$ cat src/rtl/dec_seq_sel.sv
// Registered N-to-2^N one-hot select decoder with command handshake,
// programmable per-index dwell and an incrementing auto-scan mode.
module dec_seq_sel #(
   parameter int unsigned AW    = 4,
   parameter int unsigned DWELL = 1
) (
   input  logic              clk,
   input  logic              rst,
   input  logic              en,
   input  logic              in_valid,
   output logic              in_ready,
   input  logic              in_mode,
   input  logic [AW-1:0]     in_addr,
   output logic [2**AW-1:0]  y,
   output logic [AW-1:0]     idx,
   output logic              busy,
   output logic              done
);

   localparam int unsigned NOUT = 2**AW;
   localparam int unsigned CW   = 8;

   typedef enum logic [1:0] {
      IDLE   = 2'd0,
      DIRECT = 2'd1,
      SCAN   = 2'd2
   } state_t;

   state_t          state;
   state_t          state_nxt;
   logic [AW-1:0]   idx_nxt;
   logic [AW-1:0]   last;
   logic [AW-1:0]   last_nxt;
   logic [CW-1:0]   cnt;
   logic [CW-1:0]   cnt_nxt;
   logic [NOUT-1:0] y_nxt;
   logic            busy_nxt;
   logic            done_nxt;
   logic            accept;
   logic            expire;

   assign in_ready = (state == IDLE) & en & ~rst;
   assign accept   = in_valid & in_ready;
   // Dwell ends on the en-high cycle that sees the final count.
   assign expire   = en & (cnt == CW'(1));

   // State and registered outputs
   always_ff @(posedge clk) begin
      if (rst) begin
         state <= IDLE;
         idx   <= '0;
         last  <= '0;
         cnt   <= '0;
         y     <= '0;
         busy  <= 1'b0;
         done  <= 1'b0;
      end else begin
         state <= state_nxt;
         idx   <= idx_nxt;
         last  <= last_nxt;
         cnt   <= cnt_nxt;
         y     <= y_nxt;
         busy  <= busy_nxt;
         done  <= done_nxt;
      end
   end

   // Next-state: command accept, dwell countdown and scan advance; en low freezes all
   always_comb begin
      state_nxt = state;
      idx_nxt   = idx;
      last_nxt  = last;
      cnt_nxt   = cnt;
      unique case (state)
         IDLE: begin
            if (accept) begin
               cnt_nxt = CW'(DWELL);
               if (in_mode) begin
                  state_nxt = SCAN;
                  last_nxt  = in_addr;
                  idx_nxt   = '0;
               end else begin
                  state_nxt = DIRECT;
                  idx_nxt   = in_addr;
               end
            end
         end
         DIRECT: begin
            if (expire) begin
               state_nxt = IDLE;
               cnt_nxt   = '0;
            end else if (en) begin
               cnt_nxt = cnt - CW'(1);
            end
         end
         SCAN: begin
            if (expire) begin
               if (idx == last) begin
                  state_nxt = IDLE;
                  cnt_nxt   = '0;
               end else begin
                  idx_nxt = idx + AW'(1);
                  cnt_nxt = CW'(DWELL);
               end
            end else if (en) begin
               cnt_nxt = cnt - CW'(1);
            end
         end
         default: begin
            state_nxt = IDLE;
         end
      endcase
   end

   // Outputs for the next cycle, derived from the next state
   always_comb begin
      y_nxt    = '0;
      busy_nxt = (state_nxt != IDLE);
      done_nxt = (state != IDLE) && (state_nxt == IDLE);
      if (en && (state_nxt != IDLE)) begin
         y_nxt = NOUT'(1) << idx_nxt;
      end
   end

endmodule

$ cat config.mk
export PLATFORM = sky130hd
export DESIGN_NAME = dec_seq_sel
export DESIGN_NICKNAME = d
export VERILOG_FILES = /design/src/rtl/dec_seq_sel.sv
export SDC_FILE = /design/constraint.sdc
export NUM_CORES = 1
export LEC_CHECK = 0
export ABC_AREA = 1
export BUFFER_PORTS_ARGS = -buffer_cell sky130_fd_sc_hd__buf_2
export CORE_MARGIN = 2
export CORE_UTILIZATION = 40
export DETAILED_ROUTE_END_ITERATION = 12
export GPL_TIMING_DRIVEN = 1
export HOLD_SLACK_MARGIN = 0.03
export PLACE_DENSITY = 0.67
export REMOVE_ABC_BUFFERS = 1
export SLEW_MARGIN = 10
export SYNTH_ARGS = -nofsm -noshare
export SYNTH_HDL_FRONTEND = slang
export SYNTH_SLANG_ARGS = --single-unit
export TNS_END_PERCENT = 20
$ cat constraint.sdc
create_clock -name clk -period 4.1 [get_ports clk]
set_input_delay 0.82 -clock clk [delete_from_list [all_inputs] [get_ports clk]]
set_output_delay 0.82 -clock clk [all_outputs]
set_load 0.01 [all_outputs]
Word-level counts from Yosys, hierarchy flattened

Cells that the tools add are included.

$mul: 0
Equal/unequal tests: 5
Mux-type cells: 17
Divide/modulo/power cells: 0
Add/sub/neg operators: 2
Reduce and logical (&&, ||, !) cells: 10
Bitwise logic cells: 6
Shifts and indexed selects: 1
Order comparisons: 0

Operators with widths:

| kind                   | count |
|---|---|
| $mux W8                | 4 |
| $pmux W8 S3            | 1 |
| $mux W4                | 4 |
| $shl A1 B4 Y16 const A | 1 |
| $mux W2                | 5 |
| $eq A8 B1 Y1 const B   | 1 |
| $pmux W4 S2            | 1 |
| $sub A8 B1 Y8 const B  | 1 |
| $pmux W2 S3            | 1 |
| $add A4 B1 Y4 const B  | 1 |
| $and A1 B1 Y1          | 4 |
| $eq A4 B4 Y1           | 1 |
| $logic_not A2 Y1       | 2 |
| $reduce_bool A2 Y1     | 2 |
| $reduce_and A3 Y1      | 1 |
| $reduce_bool A3 Y1     | 1 |
| $eq A2 B1 Y1 const B   | 1 |
| $eq A2 B2 Y1 const B   | 1 |
| $logic_and A1 B1 Y1    | 2 |
| $ne A2 B2 Y1 const B   | 1 |
| $not A1 Y1             | 2 |
| $reduce_and A2 Y1      | 1 |
| $reduce_or A2 Y1       | 1 |
| $mux W1                | 1 |

Memories: 0
ROM bits: 0
Bits in writable memories: 0
Register bits after elaboration: 36
Word-level logic and storage cells: 48
Bits in latches: 0
Bits of input ports: 9

Depth between registers and ports, before layout

Gate-level depths: netlist of run 1.

Depth in word-level cells: 10
Gate-level depth with buffers: 14
Depth with buffers taken out: 14

Worst setup path after synthesis of run 1

OpenSTA, ideal clock, no wires.

Kind: input-to-reg
Start: input en
End: register y[0]
Cell stages on the path: 9
Setup time: 0.116 ns
Arrival time: 1.890 ns
Setup slack: 2.095 ns
Data required time: 3.984 ns
Cells stage by stage: inv_2 > nor3_4 > nand3_1 > nand3_1 > nand2_1 > nand3_1 > nand2_2 > nand3_2 > nor2_1

Cells in the longest elaborated chain, start to end: 9

Ends and longest elaborated chain:

| item                           | line | source |
|---|---|---|
| start: declaration             | 9    | `input logic en,` |
| $and A1 B1 Y1 (*) (2 in a row) | 42   | `assign in_ready = (state == IDLE) & en & ~rst;` |
| net in_ready                   | 11   | `output logic in_ready,` |
| $and A1 B1 Y1 (*)              | 43   | `assign accept = in_valid & in_ready;` |
| $mux W2                        | 76   | `if (accept) begin` |
| $pmux W2 S3                    | 74   | `unique case (state)` |
| $reduce_bool A2 Y1             | 120  | `if (en && (state_nxt != IDLE)) begin` |
| $logic_and A1 B1 Y1            | 120  |  |
| $not A1 Y1 (no line)           | -    |  |
| $reduce_or A2 Y1 (no line)     | -    |  |
| end signal: assignment         | 62   | `y <= y_nxt;` |
| end: declaration               | 14   | `output logic [2**AW-1:0] y,` |

The timed path passes the listed nets; every way through them passes the cells marked *.
A chain may end at the register's enable or synchronous reset.

Final worst setup path of run 1

Start: register state[0]
End: output in_ready

Cells in the longest elaborated chain, start to end: 3

Ends and longest elaborated chain:

| item                       | line | source |
|---|---|---|
| start: declaration         | 29   | `state_t state;` |
| start signal: assignment   | 58   | `state <= state_nxt;` |
| $logic_not A2 Y1           | 42   |  |
| $and A1 B1 Y1 (2 in a row) | 42   |  |
| end: declaration           | 11   |  |

Every way passes these cells.

==> results of run 1 <==
critical path: stages (launching register included):
cell     delay (ns)
dfxtp_1        0.36
inv_1          0.12
ha_1           0.32
inv_2          0.10
nor3_4         0.19
buf_2          0.18
synth_stat cells, drive strengths merged:
master,n,share of area
nand4,6,0.022
a21oi,9,0.026
a41oi,1,0.0051
o211ai,1,0.0044
nor3,5,0.028
xor2,2,0.010
nor3b,1,0.0044
dfxtp,36,0.42
or2,2,0.0073
clkbuf,1,0.0022
nand2,61,0.14
inv,41,0.089
nor4,1,0.0036
ha,8,0.058
o31ai,1,0.0044
o21ai,10,0.031
nand3,16,0.052
o21a,2,0.0087
nor2,37,0.085
cell type report:
type,count,area share
repair buffers,31,0.0757
clock buffers,5,0.0336
multi-input cells,163,0.413
flip-flops and latches,36,0.351
clock inverters,3,0.0207
well taps,50,0.0305
inverters,41,0.0750
metal layers:
metal / share of wire / up-vias
met5: 0 / -
met4: 0.020 / 0
met3: 0.042 / 8
met2: 0.49 / 32
met1: 0.45 / 677
li1: - / 825
power breakdown:
group / switching [mW] / internal [mW]
Sequential: 0.0115 / 0.364
Clock: 0.136 / 0.180
Combinational: 0.0865 / 0.0432
Total: 0.234 / 0.587
flip-flops by register name, indices dropped and copies added, names as in the netlist:
signal  flops
busy        1
cnt         8
idx         4
last        4
done        1
state       2
y          16
per-stage QoR:
stage          setup WS, ns  cell area, µm²
6_report               1.70            2050
3_3_place_gp           1.72            1940
4_1_cts                1.69            2050
5_1_grt                1.55            2050
2_1_floorplan          2.09            1720
3_5_place_dp           1.68            1940
cell families after synthesis:
logic type | synth area share
buffers and inverters | 0.0914
adders and majority gates | 0.0580
xor gates and xnor gates | 0.0102
AOI/OAI and AO/OA | 0.0798
and+or+nand+nor | 0.343
DFF | 0.418
path summary, 6_finish.rpt:
path / slack [ns] / to
min reg2reg: 0.47 / last[0]
min: 0.47 / last[0]
max: 1.70 / in_ready
max reg2reg: 1.89 / y[2]
==> impl_metrics.csv, run 1 <==
group,metric,value,unit
grt,grt.busiest_layer,"met2",
logic_synthesis,ys_types,27,
grt,grt_pass1_vias,1499,
clock_tree,cts_hold_buf,0,
clock_tree,cts_max_path_buffers,2,
sta,finalHoldViolations,0,
sta,slew_headroom,0.767,
die,ioPinCount,32,
placed_design,portBuffers,31,
layout,drive_gt1_frac,0.197,
sta,slew_violations,0,
power,ir_worst_vdd,187,µV
layout,final_common_cell,"nand2_1",
clock_tree,cts_setup_buffers,0,
sta,setup_tns,0,ns
placed_design,gp_congestion,0.828,
logic_synthesis,ys_ff_latch,36,
power,power.density,400,nW/µm²
grt,antenna_found_initial,0,
drt,wl_per_cell,11.4,µm
clock_tree,path_clk_slew,0.08,ns
critical_path,worstPathRequired,3.28,ns
status,outcome,"completed",
layout,multiInputGateArea,847,µm²
drt,vias,1542,
drt,wl,3.76,mm
drt,drt_iter0_drc,139,
clock_tree,numClockSinks,36,
layout,instances_no_fill,329,
grt,gr-usage-all-layers,0.170,
sta,timing.final.crit_share,0.585,
grt,grt_overflow,0,
die,fp.dieW,69.7,µm
sta,fmax,0.417,GHz
drt,drc_errors,0,
power,total_power,0.821,mW
layout,seqCellArea,721,µm²
sta,fin_skew,0.00618,ns
logic_synthesis,netlist_area,1730,µm²
sta,rsz0062_at_grt,"no",
placed_design,dp_cells,321,
logic_synthesis,syn_area_per_cell,7.16,µm²
clock_tree,cts-root-buf,"clkbuf_8",
clock_tree,cts_buffers,5,
layout,fin_nets,295,
critical_path,path_max_fanout,7,
grt,grt_pass1_wl,6.61,mm
logic_synthesis,yosysWarnings,0,
critical_path,worstSetupPathType,"reg2out",
clock_tree,ctsResizeCount,0,
drt,first_pass_iters,4,
min_path,whs_path_depth,2,
layout,antenna_cells,0,
sta,tightest_slew,0.348,ns
layout,final_util,0.502,
clock_tree,cts-htree-levels,2,
power,p_leak,1.01,nW
critical_path,cp_data_arrival_time,1.58,ns
layout,final_cell_mix,"nand2_1, inv_1, dfxtp_1, nor2_1, buf_2",
grt,grt_util_met3,0.0407,
die,coreArea,4090,µm²
critical_path,worstRegToRegCells,11,
sta,setup_viol,0,
die,start_util,0.422,
drt,postRouteAntennaNets,0,
sta,post-route-min-period,2.40,ns
run,drv_cap,0,
min_path,hold_path_class,"reg2reg",
clock_tree,cts_tree,"yes",
grt,grt_max_degree,13,
grt,met2_usage,0.290,
die,dieArea,4850,µm²
critical_path,critical_path.endpoint_type,"primary output",
critical_path,crit_start,"state[0]",
critical_path,start_kind,"flip-flop",
logic_synthesis,seq_area_frac_synth,0.418,
layout,area_delta_synth_final,18.9,%
placed_design,hpwlAfterDp,2.85,mm
clock_tree,clkLatencyLatePin,0.30,ns
die,die_h,69.7,µm
sta,timing.hold.ws,0.471,ns
layout,fill_cells,419,
logic_synthesis,syn_inst,241,
grt,grt_use_met1,0.200,
drt,avgViaCountPerCell,4.69,
min_path,hold_start,"last[0]",
critical_path,r2r-start,"state[0]",
die,num_rows,23,
(Power assumes the default switching activity.)
==> run 2, diff against run 1 <==
--- a/config.mk
+++ b/config.mk
@@ -12,7 +12,7 @@
 export DETAILED_ROUTE_END_ITERATION = 12
 export GPL_TIMING_DRIVEN = 1
 export HOLD_SLACK_MARGIN = 0.03
-export PLACE_DENSITY = 0.67
+export PLACE_DENSITY = 0.69
 export REMOVE_ABC_BUFFERS = 1
 export SLEW_MARGIN = 10
 export SYNTH_ARGS = -nofsm -noshare
==> constraint.sdc (replaced) <==
create_clock -name clk -period 2.2 [get_ports clk]
set_input_delay 0.44 -clock clk [delete_from_list [all_inputs] [get_ports clk]]
set_output_delay 0.44 -clock clk [all_outputs]
set_load 0.01 [all_outputs]
==> run 2 against run 1 <==
Net effect: worst hold slack worse by 0.030 ns; first-iteration DRC count is 32% lower; clock-buffer cell count stayed put; design area is 0.31% lower; critical path type is now reg2reg; largest cell class unchanged; highest routed layer unchanged.
==> impl_metrics.csv, run 2 (same netlist as run 1, synthesis figures left out) <==
group,metric,value,unit
status,outcome,"completed",
clock_tree,cts_setup_buffers,0,
die,ioPinCount,32,
grt,grt_util_met3,0.0392,
power,ir_worst_vdd,398,µV
clock_tree,cts-htree-levels,2,
placed_design,portBuffers,31,
min_path,hold_start,"rst",
clock_tree,path_clk_slew,0.08,ns
critical_path,max_stage_delay,0.36,ns
die,num_rows,23,
placed_design,postPlaceCellArea,1950,µm²
drt,drc_errors,0,
grt,grt_use_met1,0.196,
critical_path,start_kind,"flip-flop",
layout,antenna_cells,0,
min_path,hold_path_class,"in2reg",
layout,final_common_cell,"nand2_1",
die,dieArea,4850,µm²
critical_path,path_buf_inv,3,
sta,finalHoldViolations,0,
sta,setup_viol,0,
drt,avgViaCountPerCell,4.82,
sta,fmax,0.502,GHz
clock_tree,cts_hold_buf,0,
drt,postRouteAntennaNets,0,
clock_tree,numClockSinks,36,
sta,rsz0062_at_grt,"no",
grt,grt_pass1_vias,1491,
min_path,whs_path_depth,2,
critical_path,cp_top_family,"simple AND/OR/NAND/NOR gates",
critical_path,worstRegToRegCells,13,
critical_path,worstSetupPathType,"reg2reg",
sta,tightest_slew,0.346,ns
clock_tree,ctsResizeCount,0,
layout,area_delta_synth_final,18.5,%
layout,final_cell_mix,"nand2_1, inv_1, dfxtp_1, nor2_1, buf_2",
sta,slew_headroom,0.769,
clock_tree,cts_tree,"yes",
layout,fin_nets,297,
sta,slew_violations,0,
drt,drt_iter0_drc,94,
run,drv_cap,0,
drt,wl,3.81,mm
layout,top_register,"y",
die,coreArea,4090,µm²
sta,fin_skew,0.00598,ns
grt,grt_overflow,0,
critical_path,cp_slowest_cell,"dfxtp_1",
power,total_power,1.41,mW
drt,vias,1594,
critical_path,r2r-start,"state[1]",
drt,first_pass_iters,6,
power,p_leak,1.01,nW
layout,largest_reg_flops,16,
layout,instances_no_fill,331,
grt,grt_pass1_wl,6.45,mm
critical_path,rrSetupSlack,0.21,ns
layout,drive_gt1_frac,0.206,
min_path,hold-path-endpoint,"idx[1]",
die,fp.dieW,69.7,µm
clock_tree,cts_max_path_buffers,2,
grt,antenna_found_initial,0,
placed_design,gp_congestion,0.847,
critical_path,worstPathRequired,2.37,ns
placed_design,hpwlAfterDp,2.92,mm
critical_path,cp.depth,13,
layout,reg.largest.list,"y x16, cnt x8",
drt,wl_per_cell,11.5,µm
die,start_util,0.422,
clock_tree,cts_buffers,5,
layout,final_util,0.500,
critical_path,crit_chain,"inv_1 -> ha_2 -> inv_2 -> nor3_4 -> nand2_4 -> nor2_2 -> inv_1 -> nand2_1 -> nand2_1 -> nand3_1 -> nand2_2 -> nand3_2 -> nor2_1",
grt,grt_max_degree,13,
clock_tree,cts-root-buf,"clkbuf_8",
sta,timing.final.crit_share,0.906,
grt,grt.busiest_layer,"met2",
grt,met2_usage,0.288,
layout,final_area,2040,µm²
die,die_h,69.7,µm
power,power.density,688,nW/µm²
critical_path,cp_data_arrival_time,2.17,ns
sta,setup_tns,0,ns
critical_path,path_max_fanout,8,
placed_design,dp_cells,323,
critical_path,worstReg2RegEnd,"y[2]",
grt,gr-usage-all-layers,0.164,
clock_tree,clkLatencyLatePin,0.28,ns
critical_path,critical_path.endpoint_type,"flip-flop",
sta,post-route-min-period,1.99,ns
run 2: changes by cell type in the layout (fill, tap and decap cells not counted):
cell        previous run  this run
clkinv_2               1         2
ha_2                   0         1
bufinv_16              1         0
clkinvlp_4             1         0
buf_4                  0         2
ha_1                   8         7
clkinv_4               0         1
run 2: cell type report:
| type | count | area (µm²) |
|---|---|---|
| fill | 409 | 2040 |
| multi-input combinational | 163 | 850 |
| sequential | 36 | 721 |
| timing repair buffer | 33 | 170 |
| inverter | 41 | 154 |
| clock buffer | 5 | 68.8 |
| tap | 50 | 62.6 |
| clock inverter | 3 | 18.8 |
run 2: per-layer routing:
metal	wire (µm)	share of wire	vias up
met2	1880	0.49	30
li1	-	-	833
met3	158	0.041	9
met4	46	0.012	0
met1	1730	0.45	722
met5	0	0	-
run 2: worst max-delay path by stage:
| stage | startpoint | to | slack (ns) |
|---|---|---|---|
| after floorplan | state[0] | y[0] | 0.32 |
| after global placement | state[0] | y[15] | 0.20 |
| after detailed placement | state[0] | y[2] | 0.15 |
| after CTS | state[0] | y[2] | 0.14 |
| after global routing | state[1] | y[11] | 0.01 |
| final | state[1] | y[2] | 0.21 |
run 2: worst reg2reg max path, stage by stage, from the launching register on:
cell     delay, ns
dfxtp_1       0.36
inv_1         0.11
ha_2          0.26
inv_2         0.07
nor3_4        0.18
nand2_4       0.11
nor2_2        0.14
inv_1         0.08
nand2_1       0.07
nand2_1       0.07
nand3_1       0.11
nand2_2       0.09
nand3_2       0.17
nor2_1        0.06
run 2: power breakdown:
| group | switching, mW | total, mW | internal [mW] |
|---|---|---|---|
| Sequential | 0.0204 | 0.698 | 0.678 |
| Clock | 0.240 | 0.461 | 0.221 |
| Combinational | 0.164 | 0.247 | 0.0825 |
run 2: through the flow:
stage                     hold WS (ns)  worst slack (ns)
after floorplan                  0.443             0.325
after global placement           0.458             0.199
after detailed placement         0.461             0.154
after CTS                        0.436             0.136
after global routing             0.442            0.0101
final                            0.441             0.207
==> run 3, diff against run 2 <==
--- a/config.mk
+++ b/config.mk
@@ -10,9 +10,10 @@
 export CORE_MARGIN = 2
 export CORE_UTILIZATION = 40
 export DETAILED_ROUTE_END_ITERATION = 12
+export GPL_ROUTABILITY_DRIVEN = 1
 export GPL_TIMING_DRIVEN = 1
 export HOLD_SLACK_MARGIN = 0.03
-export PLACE_DENSITY = 0.69
+export PLACE_DENSITY = 0.6
 export REMOVE_ABC_BUFFERS = 1
 export SLEW_MARGIN = 10
 export SYNTH_ARGS = -nofsm -noshare
==> run 3 against run 2 <==
Net effect: die area unchanged; highest routed layer unchanged; critical endpoint is now y[10]; final cell count stayed put; maximum frequency increased by 1.7%; design area shrank 0.12%; wire length rose by 1.6%.
==> impl_metrics.csv, run 3 (same netlist as run 1, synthesis figures left out) <==
group,metric,value,unit
sta,setup_tns,0,ns
min_path,hold_path_class,"in2reg",
drt,met3_length,223,µm
drt,wl_met1,1.78,mm
status,outcome,"completed",
grt,gr-usage-all-layers,0.175,
grt,grt_overflow,0,
sta,rsz0062_at_grt,"no",
layout,instances_no_fill,331,
drt,avgViaCountPerCell,4.76,
clock_tree,path_clk_slew,0.08,ns
power,p_seq_frac,0.493,
grt,grt_pass1_vias,1478,
critical_path,start_kind,"flip-flop",
drt,wl,3.87,mm
placed_design,dp_cells,323,
grt,antenna_found_initial,0,
run,drv_cap,0,
critical_path,max_stage_delay,0.41,ns
drt,wl_per_cell,11.7,µm
clock_tree,cts-root-buf,"clkbuf_8",
critical_path,crit_chain,"inv_1 -> ha_1 -> or2_2 -> nand2_1 -> nand2_1 -> nand2_1 -> nand2_1 -> nand3_1 -> nand2_2 -> nand3_2 -> nor2_1",
sta,post-route-min-period,1.96,ns
power,p_sw,0.435,mW
drt,first_pass_iters,4,
clock_tree,ctsResizeCount,0,
drt,drt_iter0_drc,49,
critical_path,crit_top_cell,"nand2_1",
min_path,whs_path_depth,2,
layout,final_common_cell,"nand2_1",
sta,setup_viol,0,
drt,dr.max_layer_used,"met4",
layout,final_cell_mix,"nand2_1, inv_1, dfxtp_1, nor2_1, buf_2",
clock_tree,cts_tree,"yes",
critical_path,crit_start,"state[0]",
power,p_int,0.982,mW
placed_design,dpl_worst_slack,0.226,ns
clock_tree,cts_hold_buf,0,
power,power.density,694,nW/µm²
die,coreArea,4090,µm²
power,clkPwrFrac,0.331,
power,share_comb_of_total_power,0.176,
drt,met2_length,1.85,mm
sta,finalHoldViolations,0,
drt,postRouteAntennaNets,0,
die,fp.dieW,69.7,µm
critical_path,worstRegToRegCells,11,
placed_design,gp_congestion,0.787,
layout,final_util,0.500,
power,ir_worst_vdd,475,µV
drt,vias,1575,
die,num_rows,23,
sta,worst_slack,0.241,ns
die,die_h,69.7,µm
grt,grt_max_degree,13,
clock_tree,cts_max_path_buffers,2,
clock_tree,cts_setup_buffers,0,
drt,drc_errors,0,
sta,slew_violations,0,
sta,fmax,0.510,GHz
layout,top_register,"y",
power,p_sw_frac,0.307,
critical_path,cp_slowest_cell,"dfxtp_1",
layout,reg.largest.list,"y x16, cnt x8",
critical_path,critical_path.endpoint_type,"flip-flop",
layout,largest_reg_flops,16,
clock_tree,clkLatencyLatePin,0.30,ns
layout,final_area,2040,µm²
layout,antenna_cells,0,
critical_path,path_max_fanout,9,
placed_design,postPlaceCellArea,1950,µm²
sta,timing.final.crit_share,0.890,
clock_tree,numClockSinks,36,
critical_path,cp_data_arrival_time,2.14,ns
placed_design,hpwlAfterDp,2.94,mm
sta,tightest_slew,0.321,ns
sta,slew_headroom,0.786,
die,dieArea,4850,µm²
die,start_util,0.422,
sta,timing.hold.ws,0.415,ns
power,p_leak,1.01,nW
critical_path,worstSetupPathType,"reg2reg",
grt,grt_pass1_wl,6.83,mm
die,ioPinCount,32,
min_path,hold_start,"rst",
clock_tree,cts_buffers,5,
critical_path,worstPathRequired,2.38,ns
critical_path,r2r-start,"state[0]",
placed_design,portBuffers,31,
sta,fin_skew,0.0132,ns
layout,drive_gt1_frac,0.203,
power,total_power,1.42,mW
layout,area_delta_synth_final,18.3,%
layout,fin_nets,297,
critical_path,rrSetupSlack,0.24,ns
clock_tree,cts-htree-levels,2,
==> run 3: worst max-delay path: cells and delay by family, from the launching register on <==
family	cells	cell delay [ns]
simple gates	9	1.02
flops	1	0.41
buf+inv	1	0.11
fa+ha+maj	1	0.32
==> run 3: metal layers <==
layer	GRT usage	vias up
met4	0.0449	0
met5	0	-
li1	-	831
met1	0.218	708
met3	0.0640	2
met2	0.287	34
==> run 3: final timing paths <==
kind / endpoint
worst max-delay path: y[10]
worst min register to register: last[0]
worst max register to register: y[10]
worst min-delay path: idx[0]
==> run 3: area by class of cell <==
class | count | area, µm²
Sequential cell | 36 | 721
Fill cell | 419 | 2040
Timing Repair Buffer | 33 | 170
Inverter | 41 | 154
Tap cell | 50 | 62.6
Clock inverter | 3 | 18.8
Clock buffer | 5 | 68.8
Multi-Input combinational cell | 163 | 847
==> run 3: power groups by stage <==
stage | clock, mW | combinational, mW | sequential (mW)
detailed placement | 0 | 0.248 | 0.714
CTS | 0.482 | 0.251 | 0.699
finish | 0.470 | 0.249 | 0.699
global placement | 0 | 0.251 | 0.713
global route | 0.516 | 0.287 | 0.703
floorplan | 0 | 0.175 | 0.713
